[config.mk]
export PLATFORM = sky130hd
export DESIGN_NAME = array_alu_rd_master
export DESIGN_NICKNAME = d
export VERILOG_FILES = /design/src/rtl/array_alu_rd_master.sv
export SDC_FILE = /design/constraint.sdc
export NUM_CORES = 1
export LEC_CHECK = 0
export CORE_MARGIN = 5
export CORE_UTILIZATION = 55
export CTS_BUF_LIST = sky130_fd_sc_hd__clkbuf_8 sky130_fd_sc_hd__clkbuf_16
export DETAILED_ROUTE_END_ITERATION = 8
export GPL_TIMING_DRIVEN = 1
export PLACE_DENSITY_LB_ADDON = 0.25
export REMOVE_ABC_BUFFERS = 1
export SLEW_MARGIN = 20
export SYNTH_ARGS = -nofsm -noshare
export SYNTH_HDL_FRONTEND = slang
export SYNTH_SLANG_ARGS = --single-unit
[constraint.sdc]
create_clock -name clk -period 3.9 [get_ports clk]
set_input_delay 0.39 -clock clk [delete_from_list [all_inputs] [get_ports clk]]
set_output_delay 0.39 -clock clk [all_outputs]
set_load 0.005 [all_outputs]
[src/rtl/array_alu_rd_master.sv]
// array_alu_rd_master: AXI4 read master that drains array_alu results and streams them in address order
// Ports:
//   clk, areset            : clock, synchronous active-high reset
//   start/base_addr/count  : command strobe, first address, beat count (sampled in IDLE)
//   busy/done/err          : status, one-cycle done pulse, sticky error
//   ar*                    : AXI AR channel, arid = slot index = beat mod 2**ID_W
//   r*                     : AXI R channel, rready = busy (slots are always reserved)
//   out_*                  : in-order valid/ready result stream
// Build option: ARRAY_ALU_RD_RRESP_CHECK_EN propagates non-OKAY rresp to out_err and err.
module array_alu_rd_master #(
    parameter int ADDR_W = 32,
    parameter int DATA_W = 32,
    parameter int ID_W   = 2,
    parameter int CNT_W  = 16
) (
    input  logic              clk,
    input  logic              areset,
    input  logic              start,
    input  logic [ADDR_W-1:0] base_addr,
    input  logic [CNT_W-1:0]  count,
    output logic              busy,
    output logic              done,
    output logic              err,
    output logic              arvalid,
    input  logic              arready,
    output logic [ID_W-1:0]   arid,
    output logic [ADDR_W-1:0] araddr,
    input  logic              rvalid,
    output logic              rready,
    input  logic [ID_W-1:0]   rid,
    input  logic [DATA_W-1:0] rdata,
    input  logic [1:0]        rresp,
    output logic              out_valid,
    input  logic              out_ready,
    output logic [DATA_W-1:0] out_data,
    output logic              out_err
);
    localparam int S = 2 ** ID_W;
`ifdef ARRAY_ALU_RD_RRESP_CHECK_EN
    localparam bit CHK = 1'b1;
`else
    localparam bit CHK = 1'b0;
`endif

    typedef enum logic [1:0] {IDLE, ISSUE, DRAIN, DONE} state_t;

    state_t            state, state_n;
    logic [ADDR_W-1:0] base;
    logic [CNT_W-1:0]  cnt, iss, head;
    logic [S-1:0]      pend, fill, serr;
    logic [DATA_W-1:0] data [S];
    logic [ID_W-1:0]   is, hs;
    logic              ar_hs, r_hs, out_hs, last_ar, last_out;

    assign is       = iss[ID_W-1:0];
    assign hs       = head[ID_W-1:0];
    assign ar_hs    = arvalid && arready;
    assign r_hs     = rvalid && rready;
    assign out_hs   = out_valid && out_ready;
    assign last_ar  = iss == cnt - CNT_W'(1);
    assign last_out = head == cnt - CNT_W'(1);

    // AR outputs derive from registered state only, so they hold until arready
    // and a slot freed at an edge is reissued no earlier than the next cycle.
    assign busy      = state != IDLE;
    assign rready    = busy;
    assign done      = state == DONE;
    assign arvalid   = state == ISSUE && !pend[is] && !fill[is];
    assign arid      = is;
    assign araddr    = base + (ADDR_W'(iss) << 2);
    assign out_valid = fill[hs];
    assign out_data  = data[hs];
    assign out_err   = serr[hs];

    always_comb begin
        state_n = state;
        case (state)
            IDLE:    if (start) state_n = (count == '0) ? DONE : ISSUE;
            ISSUE:   if (ar_hs && last_ar) state_n = DRAIN;
            DRAIN:   if (out_hs && last_out) state_n = DONE;
            default: state_n = IDLE;
        endcase
    end

    always_ff @(posedge clk) begin
        if (areset) begin
            state <= IDLE;
            base  <= '0;
            cnt   <= '0;
            iss   <= '0;
            head  <= '0;
            pend  <= '0;
            fill  <= '0;
            serr  <= '0;
            err   <= 1'b0;
            for (int i = 0; i < S; i++) data[i] <= '0;
        end else begin
            state <= state_n;
            if (state == IDLE && start) begin
                base <= base_addr;
                cnt  <= count;
                iss  <= '0;
                head <= '0;
                err  <= 1'b0;
            end
            if (ar_hs) begin
                pend[is] <= 1'b1;
                iss      <= iss + CNT_W'(1);
            end
            if (r_hs) begin
                if (pend[rid]) begin
                    pend[rid] <= 1'b0;
                    fill[rid] <= 1'b1;
                    data[rid] <= rdata;
                    serr[rid] <= CHK && rresp != 2'b00;
                end else begin
                    err <= 1'b1;
                end
                if (CHK && rresp != 2'b00) err <= 1'b1;
            end
            if (out_hs) begin
                fill[hs] <= 1'b0;
                head     <= head + CNT_W'(1);
            end
        end
    end
endmodule

* Word-level counts from Yosys, hierarchy flattened
Memory sizes are Yosys's and may differ from the RTL's. A register that Yosys moved wholly into a read port is not among the register bits.
Cells that the tools add are included.
Widths: inputs -> output; s select.
** Word-level totals
- Register bits :: 95
- Memory bits (writable) :: 128
- Word-level logic and storage cells :: 102
- Memories kept :: 1
** Memory list
- data :: words 4, width 32, rd ports 1, clocked after Yosys merged registers in 1, wr ports 4, line 51 : logic [DATA_W-1:0] data [S];
** Cells by class
- $add $sub $neg :: 4
- Order comparisons :: 6
- Equal/unequal tests :: 8
- Multiplexer cells :: 46
- Bitwise logic cells :: 7
- Reduce and logical (&&, ||, !) cells :: 21
** Operators with widths (number)
- $mux 16 :: 3
- $add 16x1->16 const B :: 2
- $add 32x18->32 :: 1
- $eq 16x16->1 :: 2
- $mux 32 :: 1
- $mux 4 :: 8
- $reduce_or 32->1 :: 1
- $mux 1 :: 18
- $logic_not 16->1 :: 1
- $sub 16x1->16 const B :: 1
- $mux 2 :: 7
- $and 4x4->4 :: 3
- $logic_and 1x1->1 :: 11
- $bmux 1 s2 :: 5
- $lt 2x3->1 const B :: 3
- $not 4->4 :: 2
- $or 4x4->4 :: 2
- $demux 1 s2 :: 3
- $ge 2x1->1 const B :: 3
- $pmux 2 s3 :: 1
- $reduce_bool 2->1 :: 3
- $eq 2x2->1 const B :: 2
- $ne 2x2->1 const B :: 2
- $reduce_and 3->1 :: 1
- other kinds (5) :: 6

* Depth between registers and ports, before layout
- Depth in word-level cells :: 11
- Mapped depth :: 11
- Depth with buffers taken out :: 11

* Worst setup path after synthesis
Ideal clock, no wire load.
- Path type :: reg2reg
- Start point :: reg cnt[0]
- End point :: reg state[1]
- Setup time :: 121 ps
- Arrival time :: 3026 ps
- Data required time :: 3779 ps
- Path slack :: 753 ps
- Cell stages (with the launch flop) :: 12
- Buffers on the path :: 1
- Period minus slack after synthesis :: 3147 ps
- Cell sequence :: dfxtp_1 clkbuf_1 inv_1 ha_1 or3b_4 or4_4 nand3b_1 o221ai_1 or4_1 o41ai_2 o211ai_1 mux2_4
** Between the ends
- Longest elaborated chain between the ends :: 5
- Elaborated cells between the ends (all ways) :: 8
- Those cells by class :: add/sub: 1; eq/ne: 4; reduce/logical: 3
** Ends and longest elaborated chain
- start: declaration :: line 49 : logic [CNT_W-1:0] cnt, iss, head;
- start signal: assignment :: line 101 : cnt <= count;
- $sub 16x1->16 (*) :: line 60, 61
- $eq 16x16->1 (on tied branches) :: line 61, 60
- $logic_and 1x1->1 (on tied branches) :: line 80, 79
- $ne 2x2->1 (no line) / $ne 2x1->1 (equally long branches)
- $reduce_and 3->1 (no line) (*)
- end signal: assignment :: line 98 : state <= state_n;
- end: declaration :: line 47 : state_t state, state_n;
Every way passes the cells marked *; elsewhere a longest branch is shown, timed or not.
A chain may end at the register's enable or synchronous reset.

* Worst setup path in the final report
- Start point :: reg iss[1]
- End point :: out araddr[21]
** Between the ends
- Longest elaborated chain between the ends :: 1
** Ends and longest elaborated chain
- start: declaration :: line 49
- start signal: assignment :: line 108 : iss <= iss + CNT_W'(1);
- $add 32x18->32 :: line 70 : assign araddr = base + (ADDR_W'(iss) << 2);
- end: declaration :: line 27 : output logic [ADDR_W-1:0] araddr,
Every way passes these cells.

==> load_flow_metrics.sql <==
INSERT INTO impl_metrics (metric_group, metric, value, unit) VALUES
('floorplanning', 'die-height', '153.6', 'um'),
('layout', 'layout.nets', '1397', ''),
('drt', 'wl_per_cell', '17.04', 'um'),
('timing', 'final.setup.worst_slack', '139.5', 'ps'),
('floorplanning', 'floorplan.initialDensity', '55.90', '%'),
('layout', 'layout_overhead_on_the_synthesized_area', '22.88', '%'),
('clock_network', 'clock-root-buffer', 'clkbuf_16', ''),
('critical_path', 'path_cells', 'buf_4, ha_1, a21o_1, a21oi_2, o211ai_1, a31oi_2, nor2_1, a221o_2, nand4_1, xnor2_1, clkdlybuf4s50_1', ''),
('run', 'timing.max_cap.violations', '0', ''),
('yosys', 'synth.lib_cells_used.distinct', '61', ''),
('timing', 'finalMaxSlewViolations', '0', ''),
('layout', 'regArea', '5789', 'um^2'),
('critical_path', 'worst-path-buf-inv', '2', ''),
('critical_path', 'worstSetupPathType', 'register to primary output', ''),
('timing', 'timing_hold_violations_final', '0', ''),
('floorplanning', 'dieArea', '23600', 'um^2'),
('layout', 'drive_gt1_share', '9.961', '%'),
('critical_path', 'cp_slowest_cell', 'clkdlybuf4s50_1', ''),
('clock_network', 'worst_setup_hold_path_clk_slew', '60', 'ps'),
('yosys', 'synth.largest_area_cell', 'edfxtp_1', ''),
('critical_path', 'start_kind', 'register', ''),
('timing', 'fin_tns_setup', '0', 'ps'),
('grt', 'gr-total-overflow', '0', ''),
('status', 'outcome', 'finished clean', ''),
('clock_network', 'clkLatencyLatePin', '510', 'ps'),
('layout', 'antenna-diode-count', '0', ''),
('critical_path', 'timing.critical_path.max_delay_family', 'compound AO/OA/AOI/OAI gates', ''),
('drt', 'remaining_drc_errors', '0', ''),
('yosys', 'ys_seq_area_share', '50.99', '%'),
('drt', 'via_count', '8772', ''),
('timing', 'max_slew_margin', '35.57', '%'),
('placed_design', 'final_weighted_congestion_of_routability_driven_global_placement', '0.9164', ''),
('placed_design', 'post_placement_setup_slack', '272.8', 'ps'),
('grt', 'globalRouteTotalUtil', '21.80', '%'),
('yosys', 'synthesis.area_per_instance', '9.962', 'um^2'),
('yosys', 'ys.warnings.count', '0', ''),
('clock_network', 'clk_path_buf_depth', '3', ''),
('drt', 'drt-total-wl', '26670', 'um'),
('power_and_ir_drop', 'power.density', '463.7', 'nW/um^2'),
('timing', 'setup_viol_count_final', '0', ''),
('yosys', 'ys.flop_type', 'edfxtp_1', ''),
('drt', 'ant_nets', '0', ''),
('clock_network', 'numCtsBuffers', '24', ''),
('floorplanning', 'pin_count', '163', ''),
('layout', 'multi_input_area', '5074', 'um^2'),
('critical_path', 'worstPathRequired', '3510', 'ps'),
('drt', 'dr.pass1.iters', '5', ''),
('grt', 'grt_antenna_before_repair', '0', ''),
('power_and_ir_drop', 'power_leakage', '0.005390', 'uW'),
('yosys', 'postSynth.asyncResetShare', '0', '%'),
('clock_network', 'cts_tree', 'yes', ''),
('critical_path', 'worstSetupEndpointType', 'primary output', ''),
('floorplanning', 'die_width', '153.6', 'um'),
('timing', 'final.min_clock_period', '3761', 'ps'),
('worst_hold_path', 'worst_hold_path_type', 'input pin to register', ''),
('floorplanning', 'num_rows', '52', ''),
('drt', 'post_drt_via_cell_ratio', '5.605', ''),
('grt', 'grt_pass1_wl', '42720', 'um'),
('critical_path', 'worst_ep_arrival_time', '3370', 'ps'),
('placed_design', 'post_place_cell_area', '13130', 'um^2'),
('floorplanning', 'placeableCoreArea', '20300', 'um^2'),
('clock_network', 'htree_num_levels', '1', ''),
('yosys', 'post-synth-top-area-fraction', '33.87', '%'),
('timing', 'max_slew.worst_pin.slew', '966.4', 'ps'),
('yosys', 'synth_edf_count', '128', ''),
('clock_network', 'clock_net_sink_count', '225', ''),
('yosys', 'synth_area_leaders', 'edfxtp_1 34%, dfxtp_1 17%, mux4_2 7.1%', ''),
('yosys', 'postSynthRegisterBits', '225', ''),
('yosys', 'synth.top_cells.by_count', '173 x nand2_1, 164 x nor2_1, 128 x edfxtp_1, 97 x dfxtp_1, 94 x a21oi_1', ''),
('grt', 'grt_max_degree', '89', ''),
('timing', 'period_share', '96.42', '%');
## path summary, 6_finish.rpt
path | start | end | slack, ps | depth (start not counted)
worst max-delay path | iss[1] | araddr[21] | 140 | 11
worst min-delay path | areset | pend[1] | 300 | 3
worst max register to register | cnt[0] | state[1] | 620 | 10
worst min register to register | serr[2] | serr[2] | 430 | 2
## layout by cell type (no fill, tap or decap), drive strengths merged, types with 3 or more instances in the layout
cell | netlist | routed
edfxtp | 128 | 128
a32oi | 3 | 3
nand4 | 7 | 7
mux4 | 36 | 36
nor2 | 164 | 164
mux2 | 8 | 8
clkbuf | 61 | 27
a211oi | 7 | 7
nand3b | 10 | 10
inv | 56 | 63
clkinv | 0 | 10
o21ai | 26 | 26
a31oi | 8 | 8
a21o | 12 | 12
nor3 | 16 | 16
nand2b | 9 | 9
o211ai | 6 | 6
nand2 | 173 | 173
nor4 | 11 | 11
nor2b | 6 | 6
or3 | 4 | 4
xor2 | 13 | 13
or4 | 5 | 5
nand3 | 19 | 19
and2 | 9 | 9
clkdlybuf4s50 | 0 | 157
a21oi | 94 | 94
ha | 29 | 29
a311oi | 6 | 6
xnor2 | 49 | 49
buf | 14 | 28
dfxtp | 97 | 97
and3 | 23 | 23
## cell type report
type	instances	share of cell area [%]
multi-input cells	783	36.39
inverters	56	1.508
clock buffers	27	4.603
flip-flops and latches	225	41.52
well taps	270	2.423
clock inverters	17	0.6192
repair buffers	187	12.94
## registers in the layout, indices dropped and copies added, names as in the netlist, named ones only
signal,cells
data,128
fill,4
cnt,16
iss,16
state,2
err,1
pend,4
base,32
serr,4
head,16
## kinds of logic after synthesis
logic type / Yosys count / share of synthesized area (%)
buffers and inverters: 131 / 4.653
muxes: 45 / 8.060
xor gates and xnor gates: 63 / 4.984
and+or+nand+nor: 463 / 18.23
DFF: 225 / 50.99
adders and majority gates: 30 / 3.374
AOI/OAI and AO/OA: 182 / 9.715
## tightest hold or removal path: stages
cell and delay (ps):
buf_2 190, a21o_1 130, nor2_1 50
## stage by stage
stage               instances  hold WS, ps
floorplan                1064        405.1
global placement         1515        411.0
detailed placement       1515        417.8
CTS                      1560        279.3
global route             1565        325.8
finish                   1565        296.9
## repair_timing
| item | in CTS | in global routing |
|---|---|---|
| buffers inserted | 1 | 5 |
| pin swaps | 3 | 5 |
| resized for setup | 5 | 10 |
| endpoints found under the setup margin | 14 | 15 |
## metal layers
layer | track usage [%] | up-vias | wire [um]
met5 | 0 | - | 0
met4 | 5.803 | 0 | 628
met3 | 3.879 | 46 | 2035
met2 | 38.65 | 318 | 13310
met1 | 27.67 | 4139 | 10700
li1 | - | 4269 | -
## power by group
group          internal (uW)  switching, uW
registers               2660            146
clock network           1180            889
logic                    728            865
Note: power is estimated with default switching activity, not from simulation.
